## src/rtl/uart_cmd_decoder.sv

```systemverilog
// ============================================================================
// Module   : uart_cmd_decoder
// Purpose  : Parses host command bytes from the UART RX path and drives the
//            register-file and ALU strobes; returns result bytes to the TX FIFO.
//            Optional inter-byte timeout: define CMD_TIMEOUT_EN.
// Revision : 1.0 - initial release
// ============================================================================
`default_nettype none

module uart_cmd_decoder #(
    parameter int WIDTH          = 8,
    parameter int ADDR_W         = 4,
    parameter int FUN_W          = 4,
    parameter int TIMEOUT_CYCLES = 1024
) (
    input  logic                 i_clk,
    input  logic                 i_rst,
    input  logic [WIDTH-1:0]     i_rx_data,
    input  logic                 i_rx_valid,
    output logic [ADDR_W-1:0]    o_rf_addr,
    output logic [WIDTH-1:0]     o_rf_wdata,
    output logic                 o_rf_wr_en,
    output logic                 o_rf_rd_en,
    input  logic [WIDTH-1:0]     i_rf_rd_data,
    input  logic                 i_rf_rd_valid,
    output logic [FUN_W-1:0]     o_alu_func,
    output logic                 o_alu_en,
    input  logic [2*WIDTH-1:0]   i_alu_out,
    input  logic                 i_alu_valid,
    output logic [WIDTH-1:0]     o_tx_data,
    output logic                 o_tx_wr_en,
    input  logic                 i_tx_full,
    output logic                 o_busy,
    output logic                 o_drop
);

    localparam logic [WIDTH-1:0] c_OP_RF_WR   = WIDTH'(8'hAA);
    localparam logic [WIDTH-1:0] c_OP_RF_RD   = WIDTH'(8'hBB);
    localparam logic [WIDTH-1:0] c_OP_ALU_OP  = WIDTH'(8'hCC);
    localparam logic [WIDTH-1:0] c_OP_ALU_NOP = WIDTH'(8'hDD);

    typedef enum logic [3:0] {
        S_IDLE     = 4'd0,
        S_WR_ADDR  = 4'd1,
        S_WR_DATA  = 4'd2,
        S_RD_ADDR  = 4'd3,
        S_RD_WAIT  = 4'd4,
        S_OPA      = 4'd5,
        S_OPB      = 4'd6,
        S_ALU_FUN  = 4'd7,
        S_ALU_WAIT = 4'd8,
        S_TX_LO    = 4'd9,
        S_TX_HI    = 4'd10
    } state_t;

    state_t               r_state;
    logic [2*WIDTH-1:0]   r_result;
    logic                 r_two_bytes;

    // A zero-length timeout would make every collecting state exit immediately.
    if (TIMEOUT_CYCLES < 1) begin : g_timeout_range_chk
        $error("uart_cmd_decoder: TIMEOUT_CYCLES must be >= 1");
    end

`ifdef CMD_TIMEOUT_EN
    localparam int c_TMO_W = (TIMEOUT_CYCLES > 1) ? $clog2(TIMEOUT_CYCLES) : 1;
    localparam logic [c_TMO_W-1:0] c_TMO_LAST = c_TMO_W'(TIMEOUT_CYCLES - 1);

    logic [c_TMO_W-1:0] r_tmo_cnt;
    logic               w_collecting;

    assign w_collecting = (r_state == S_WR_ADDR) || (r_state == S_WR_DATA) ||
                          (r_state == S_RD_ADDR) || (r_state == S_OPA)     ||
                          (r_state == S_OPB)     || (r_state == S_ALU_FUN);
`endif

    assign o_busy = (r_state != S_IDLE);

    always_ff @(posedge i_clk or negedge i_rst) begin
        if (!i_rst) begin
            r_state     <= S_IDLE;
            r_result    <= '0;
            r_two_bytes <= 1'b0;
            o_rf_addr   <= '0;
            o_rf_wdata  <= '0;
            o_rf_wr_en  <= 1'b0;
            o_rf_rd_en  <= 1'b0;
            o_alu_func  <= '0;
            o_alu_en    <= 1'b0;
            o_tx_data   <= '0;
            o_tx_wr_en  <= 1'b0;
            o_drop      <= 1'b0;
`ifdef CMD_TIMEOUT_EN
            r_tmo_cnt   <= '0;
`endif
        end else begin
            o_rf_wr_en <= 1'b0;
            o_rf_rd_en <= 1'b0;
            o_alu_en   <= 1'b0;
            o_tx_wr_en <= 1'b0;
            o_drop     <= 1'b0;

            case (r_state)
                S_IDLE: begin
                    if (i_rx_valid) begin
                        case (i_rx_data)
                            c_OP_RF_WR:   r_state <= S_WR_ADDR;
                            c_OP_RF_RD:   r_state <= S_RD_ADDR;
                            c_OP_ALU_OP:  r_state <= S_OPA;
                            c_OP_ALU_NOP: r_state <= S_ALU_FUN;
                            default:      o_drop  <= 1'b1;
                        endcase
                    end
                end

                S_WR_ADDR: begin
                    if (i_rx_valid) begin
                        o_rf_addr <= i_rx_data[ADDR_W-1:0];
                        r_state   <= S_WR_DATA;
                    end
                end

                S_WR_DATA: begin
                    if (i_rx_valid) begin
                        o_rf_wdata <= i_rx_data;
                        o_rf_wr_en <= 1'b1;
                        r_state    <= S_IDLE;
                    end
                end

                S_RD_ADDR: begin
                    if (i_rx_valid) begin
                        o_rf_addr  <= i_rx_data[ADDR_W-1:0];
                        o_rf_rd_en <= 1'b1;
                        r_state    <= S_RD_WAIT;
                    end
                end

                S_RD_WAIT: begin
                    if (i_rf_rd_valid) begin
                        r_result    <= {{WIDTH{1'b0}}, i_rf_rd_data};
                        r_two_bytes <= 1'b0;
                        r_state     <= S_TX_LO;
                    end
                    if (i_rx_valid) begin
                        o_drop <= 1'b1;
                    end
                end

                // Operands are staged through RF locations 0 and 1.
                S_OPA: begin
                    if (i_rx_valid) begin
                        o_rf_addr  <= '0;
                        o_rf_wdata <= i_rx_data;
                        o_rf_wr_en <= 1'b1;
                        r_state    <= S_OPB;
                    end
                end

                S_OPB: begin
                    if (i_rx_valid) begin
                        o_rf_addr  <= ADDR_W'(1);
                        o_rf_wdata <= i_rx_data;
                        o_rf_wr_en <= 1'b1;
                        r_state    <= S_ALU_FUN;
                    end
                end

                S_ALU_FUN: begin
                    if (i_rx_valid) begin
                        o_alu_func <= i_rx_data[FUN_W-1:0];
                        o_alu_en   <= 1'b1;
                        r_state    <= S_ALU_WAIT;
                    end
                end

                S_ALU_WAIT: begin
                    if (i_alu_valid) begin
                        r_result    <= i_alu_out;
                        r_two_bytes <= 1'b1;
                        r_state     <= S_TX_LO;
                    end
                    if (i_rx_valid) begin
                        o_drop <= 1'b1;
                    end
                end

                S_TX_LO: begin
                    if (!i_tx_full) begin
                        o_tx_data  <= r_result[WIDTH-1:0];
                        o_tx_wr_en <= 1'b1;
                        r_state    <= r_two_bytes ? S_TX_HI : S_IDLE;
                    end
                    if (i_rx_valid) begin
                        o_drop <= 1'b1;
                    end
                end

                S_TX_HI: begin
                    if (!i_tx_full) begin
                        o_tx_data  <= r_result[2*WIDTH-1:WIDTH];
                        o_tx_wr_en <= 1'b1;
                        r_state    <= S_IDLE;
                    end
                    if (i_rx_valid) begin
                        o_drop <= 1'b1;
                    end
                end

                default: r_state <= S_IDLE;
            endcase

`ifdef CMD_TIMEOUT_EN
            // Overrides the case above: a silent collecting state is abandoned.
            if (w_collecting && !i_rx_valid) begin
                if (r_tmo_cnt == c_TMO_LAST) begin
                    r_state   <= S_IDLE;
                    o_drop    <= 1'b1;
                    r_tmo_cnt <= '0;
                end else begin
                    r_tmo_cnt <= r_tmo_cnt + 1'b1;
                end
            end else begin
                r_tmo_cnt <= '0;
            end
`endif
        end
    end

endmodule

`default_nettype wire
```

## config.mk

```make
export PLATFORM = sky130hd
export DESIGN_NAME = uart_cmd_decoder
export DESIGN_NICKNAME = d
export VERILOG_FILES = /design/src/rtl/uart_cmd_decoder.sv
export SDC_FILE = /design/constraint.sdc
export NUM_CORES = 1
export LEC_CHECK = 0
export BUFFER_PORTS_ARGS = -buffer_cell sky130_fd_sc_hd__buf_2
export CORE_ASPECT_RATIO = 1.25
export CORE_MARGIN = 5
export CORE_UTILIZATION = 54
export CTS_BUF_LIST = sky130_fd_sc_hd__clkbuf_4
export CTS_CLUSTER_DIAMETER = 50
export DETAILED_ROUTE_END_ITERATION = 6
export PLACE_DENSITY = 0.86
export SLEW_MARGIN = 10
export SYNTH_ARGS = -nofsm -noshare
export SYNTH_HDL_FRONTEND = slang
export SYNTH_SLANG_ARGS = --single-unit
export TNS_END_PERCENT = 30
```

## constraint.sdc

```tcl
create_clock -name i_clk -period 1.7 [get_ports i_clk]
set_input_delay 0.425 -clock i_clk [delete_from_list [all_inputs] [get_ports i_clk]]
set_output_delay 0.425 -clock i_clk [all_outputs]
set_load 0.01 [all_outputs]
```

==> run summary <==
The tools report the post-synthesis instance area as 2380 sq um. The first detailed-routing pass ran for 4 iterations. The number of levels the H-tree was split into was 2. Final worst-path cycle share: 1.13. The final reports fail on setup timing. Leaving out fill and tap cells, the most frequent cell in the layout is buf_2. The total count of max-transition violations in the final report came out at 0. The path type of the worst min-delay path is input port to asynchronous set/reset pin. 68 I/O pins were placed. The logs give 0 for the final number of hold-violating endpoints and 1.27 ns for the required arrival time at the worst endpoint. Clock skew on the completed layout was measured at 0.00989 ns. For the finished layout, the period the worst path requires is 1.93 ns.

The logs give 0.887 mV for the highest ir drop seen on vdd and 50 for the sink count of the clock tree. The data arrival time of the critical path came out at 1.50 ns. TritonCTS created 5 clock buffers. The tools report the launching point of the worst reg2reg path as r_state[1].

After synthesis the netlist holds a flip-flop and latch count of 50. The run finished, with violations left. The tools report the final global-route overflow total as 0. Final core utilization: 0.752. The library cells used most frequently in the layout, excluding fill and tap cells, are buf_2, dfrtp_1, buf_4. Deepest clock path buffer count: 2.

The tools report the number of DRC markers in iteration 0 as 94. The post-place instance area was 2950 sq um. The die is 69.4 um wide.

The run gives 20 as the setup violation total in the final timing report. At the pin with the least slew margin, the transition time is 0.414 ns. The run gives 0 as the total of max-cap violations. Clock latency on the worst-skew pair, taken at its later pin, is 0.36 ns.

The routed layout has 1,975 vias. Synthesis produced a netlist with a net count of 243. The biggest area contributor in the post-synthesis netlist is dfrtp_1. Derived from the worst setup path, the maximum achievable clock frequency is 519 MHz. The die outline height is 84.3 um.

The synthesized netlist contains 45 unique library cells. Ranked by total cell area, the synthesized netlist is headed by dfrtp_1, mux2i_1, mux2_2. The maximum number of pins on one net before global-route repair was 51; the static leakage was 1.65 nW. The top-area cell type share of the netlist area is 0.525. At the end of routability-driven placement, the weighted congestion stood at 0.904.

For this design the ratio of total power to cell area is 1730 nW/um^2. The all-layer global routing usage was 0.199; the number of placement rows was 27. The first global-routing pass estimated 9540 um of wire.

The area growth from synthesis to layout is 37.4%. In this run the tool buffered the top-level ports with 67 buffer cells. CTS placed an instance of clkbuf_4 at the clock tree root. The tools report the sequential share of the synthesized area as 0.525. TritonCTS built the clock tree. After synthesis, the mean cell area works out to 11.6 sq um. In the final timing run, aggregate negative setup slack is -1.08 ns. After clock tree synthesis, the clock-pin slew on the worst setup and hold paths is 0.15 ns. Among all flip-flop cells after synthesis, the most frequent one is dfrtp_1.

After clock tree synthesis, the flow added hold-fix buffers numbering 0. STA classifies the critical path endpoint as an output port. The wire length after detailed routing was 6040 um; the maximum fanout count along the critical path was 2. The worst setup path is of the flip-flop to output port kind. The repair_antennas step left the layout with diodes totalling 0.

The logs give 0 for the number of design rule violations left after detail routing and 2,047 for the number of global-route vias before repair. Yosys printed 0 warnings. Setup repair after global routing could not meet its margin everywhere. For the smallest setup slack after layout, the log shows -0.225 ns. The die outline area is 5850 sq um, and the number of nets in the layout is 345. The tools report the nature of the critical path startpoint as a flip-flop.

The final antenna-violating net count is 0. The initial antenna violation count is 0. After technology mapping, the gate count stands at 205. The post-route cell area is 3280 sq um, and the per-cell routed wire length is 16.5 um.

The async set or reset register ratio after synthesis was 1.00. Once detailed placement completed, the half-perimeter wirelength came to 4070 um. The area of the core came out at 4360 sq um. Counting flops with a built-in enable in the synthesized netlist gives 0.

Headroom to the max-slew limit: 0.717. The fraction of layout cells with a size suffix above 1 came out at 0.500. Worst setup slack after placement: -0.00990 ns. Initial core utilization: 0.547.

In this run the worst setup path begins at r_state[1]. The via count normalized by instance count was 5.40.
state kept, by name (all words and copies together) (netlist names), 4 cells and up:
signal      cells
o_alu_func      4
o_rf_addr       4
o_rf_wdata      8
o_tx_data       8
r_result       16
r_state         4
final cells by class:
cell class | instances | area, sq um
repair buffers | 105 | 702
clock inverters | 3 | 40.0
well taps | 58 | 72.6
clock buffers | 5 | 37.5
fillers | 268 | 1080
multi-input cells | 137 | 1140
flip-flops and latches | 50 | 1250
inverters | 8 | 30.0
synthesized netlist by cell type, types with 4 or more instances:
| cell | count |
|---|---|
| nand2_1 | 23 |
| inv_1 | 8 |
| mux2i_1 | 20 |
| a22o_1 | 8 |
| o21ai_0 | 11 |
| o21ai_1 | 9 |
| buf_2 | 4 |
| nor2_1 | 6 |
| mux2_2 | 12 |
| dfrtp_1 | 50 |
power by group:
| group | leakage [nW] | switching (W) | total, W | internal (W) |
|---|---|---|---|---|
| clock network | 0.0450 | 0.000372 | 0.000678 | 0.000305 |
| registers | 0.627 | 0.000288 | 0.00197 | 0.00169 |
| logic | 0.980 | 0.00143 | 0.00301 | 0.00158 |
| total | 1.65 | 0.00209 | 0.00566 | 0.00357 |
metrics by stage:
stage | total power, W | hold WS, ns | std cells
2_1_floorplan | 0.00360 | 0.129 | 205
3_3_place_gp | 0.00443 | 0.428 | 346
3_5_place_dp | 0.00450 | 0.431 | 346
4_1_cts | 0.00527 | 0.0306 | 358
5_1_grt | 0.00604 | 0.0287 | 366
6_report | 0.00566 | 0.0248 | 366
worst paths after layout:
path / endpoint / slack [ns] / depth (start not counted)
hold reg to reg: o_tx_data[2] / 0.49 / 2
min in group i_clk: r_result[9] / 0.28 / 2
max in group asynchronous: r_state[3] / 1.45 / 2
hold / removal: o_rf_addr[1] / 0.02 / 2
setup reg to reg: o_rf_wdata[7] / -0.09 / 7
setup / recovery: o_busy / -0.23 / 2
repair_timing:
| item | CTS | global route |
|---|---|---|
| pin swaps | 1 | 4 |
| hold endpoints to repair | 0 | 0 |
| endpoints found under the setup margin | 2 | 37 |
| buffers inserted | 4 | 8 |
| gates resized for setup | 9 | 35 |
cell families (layout without fill, tap and decap cells):
logic type | Yosys count | in the layout | share of synthesized area
mux | 32 | 32 | 0.141
flops | 50 | 50 | 0.525
buf+inv | 18 | 121 | 0.0446
compound gates | 48 | 48 | 0.141
xor+xnor | 1 | 1 | 0.00367
simple gates | 56 | 56 | 0.146
routing by layer:
| layer | global-route usage | vias to the layer above | part of all wire | routed length (um) |
|---|---|---|---|---|
| li1 | - | 937 | - | - |
| met5 | 0 | - | 0 | 0 |
| met4 | 0.0586 | 0 | 0.014 | 87 |
| met1 | 0.249 | 959 | 0.41 | 2460 |
| met2 | 0.345 | 69 | 0.53 | 3170 |
| met3 | 0.0407 | 10 | 0.053 | 323 |
worst max-delay path: stages, from the launching register on:
cell	delay (ns)
dfrtp_2	0.44
or4_4	0.56
buf_6	0.14
Note: power is estimated with default switching activity, not from simulation.
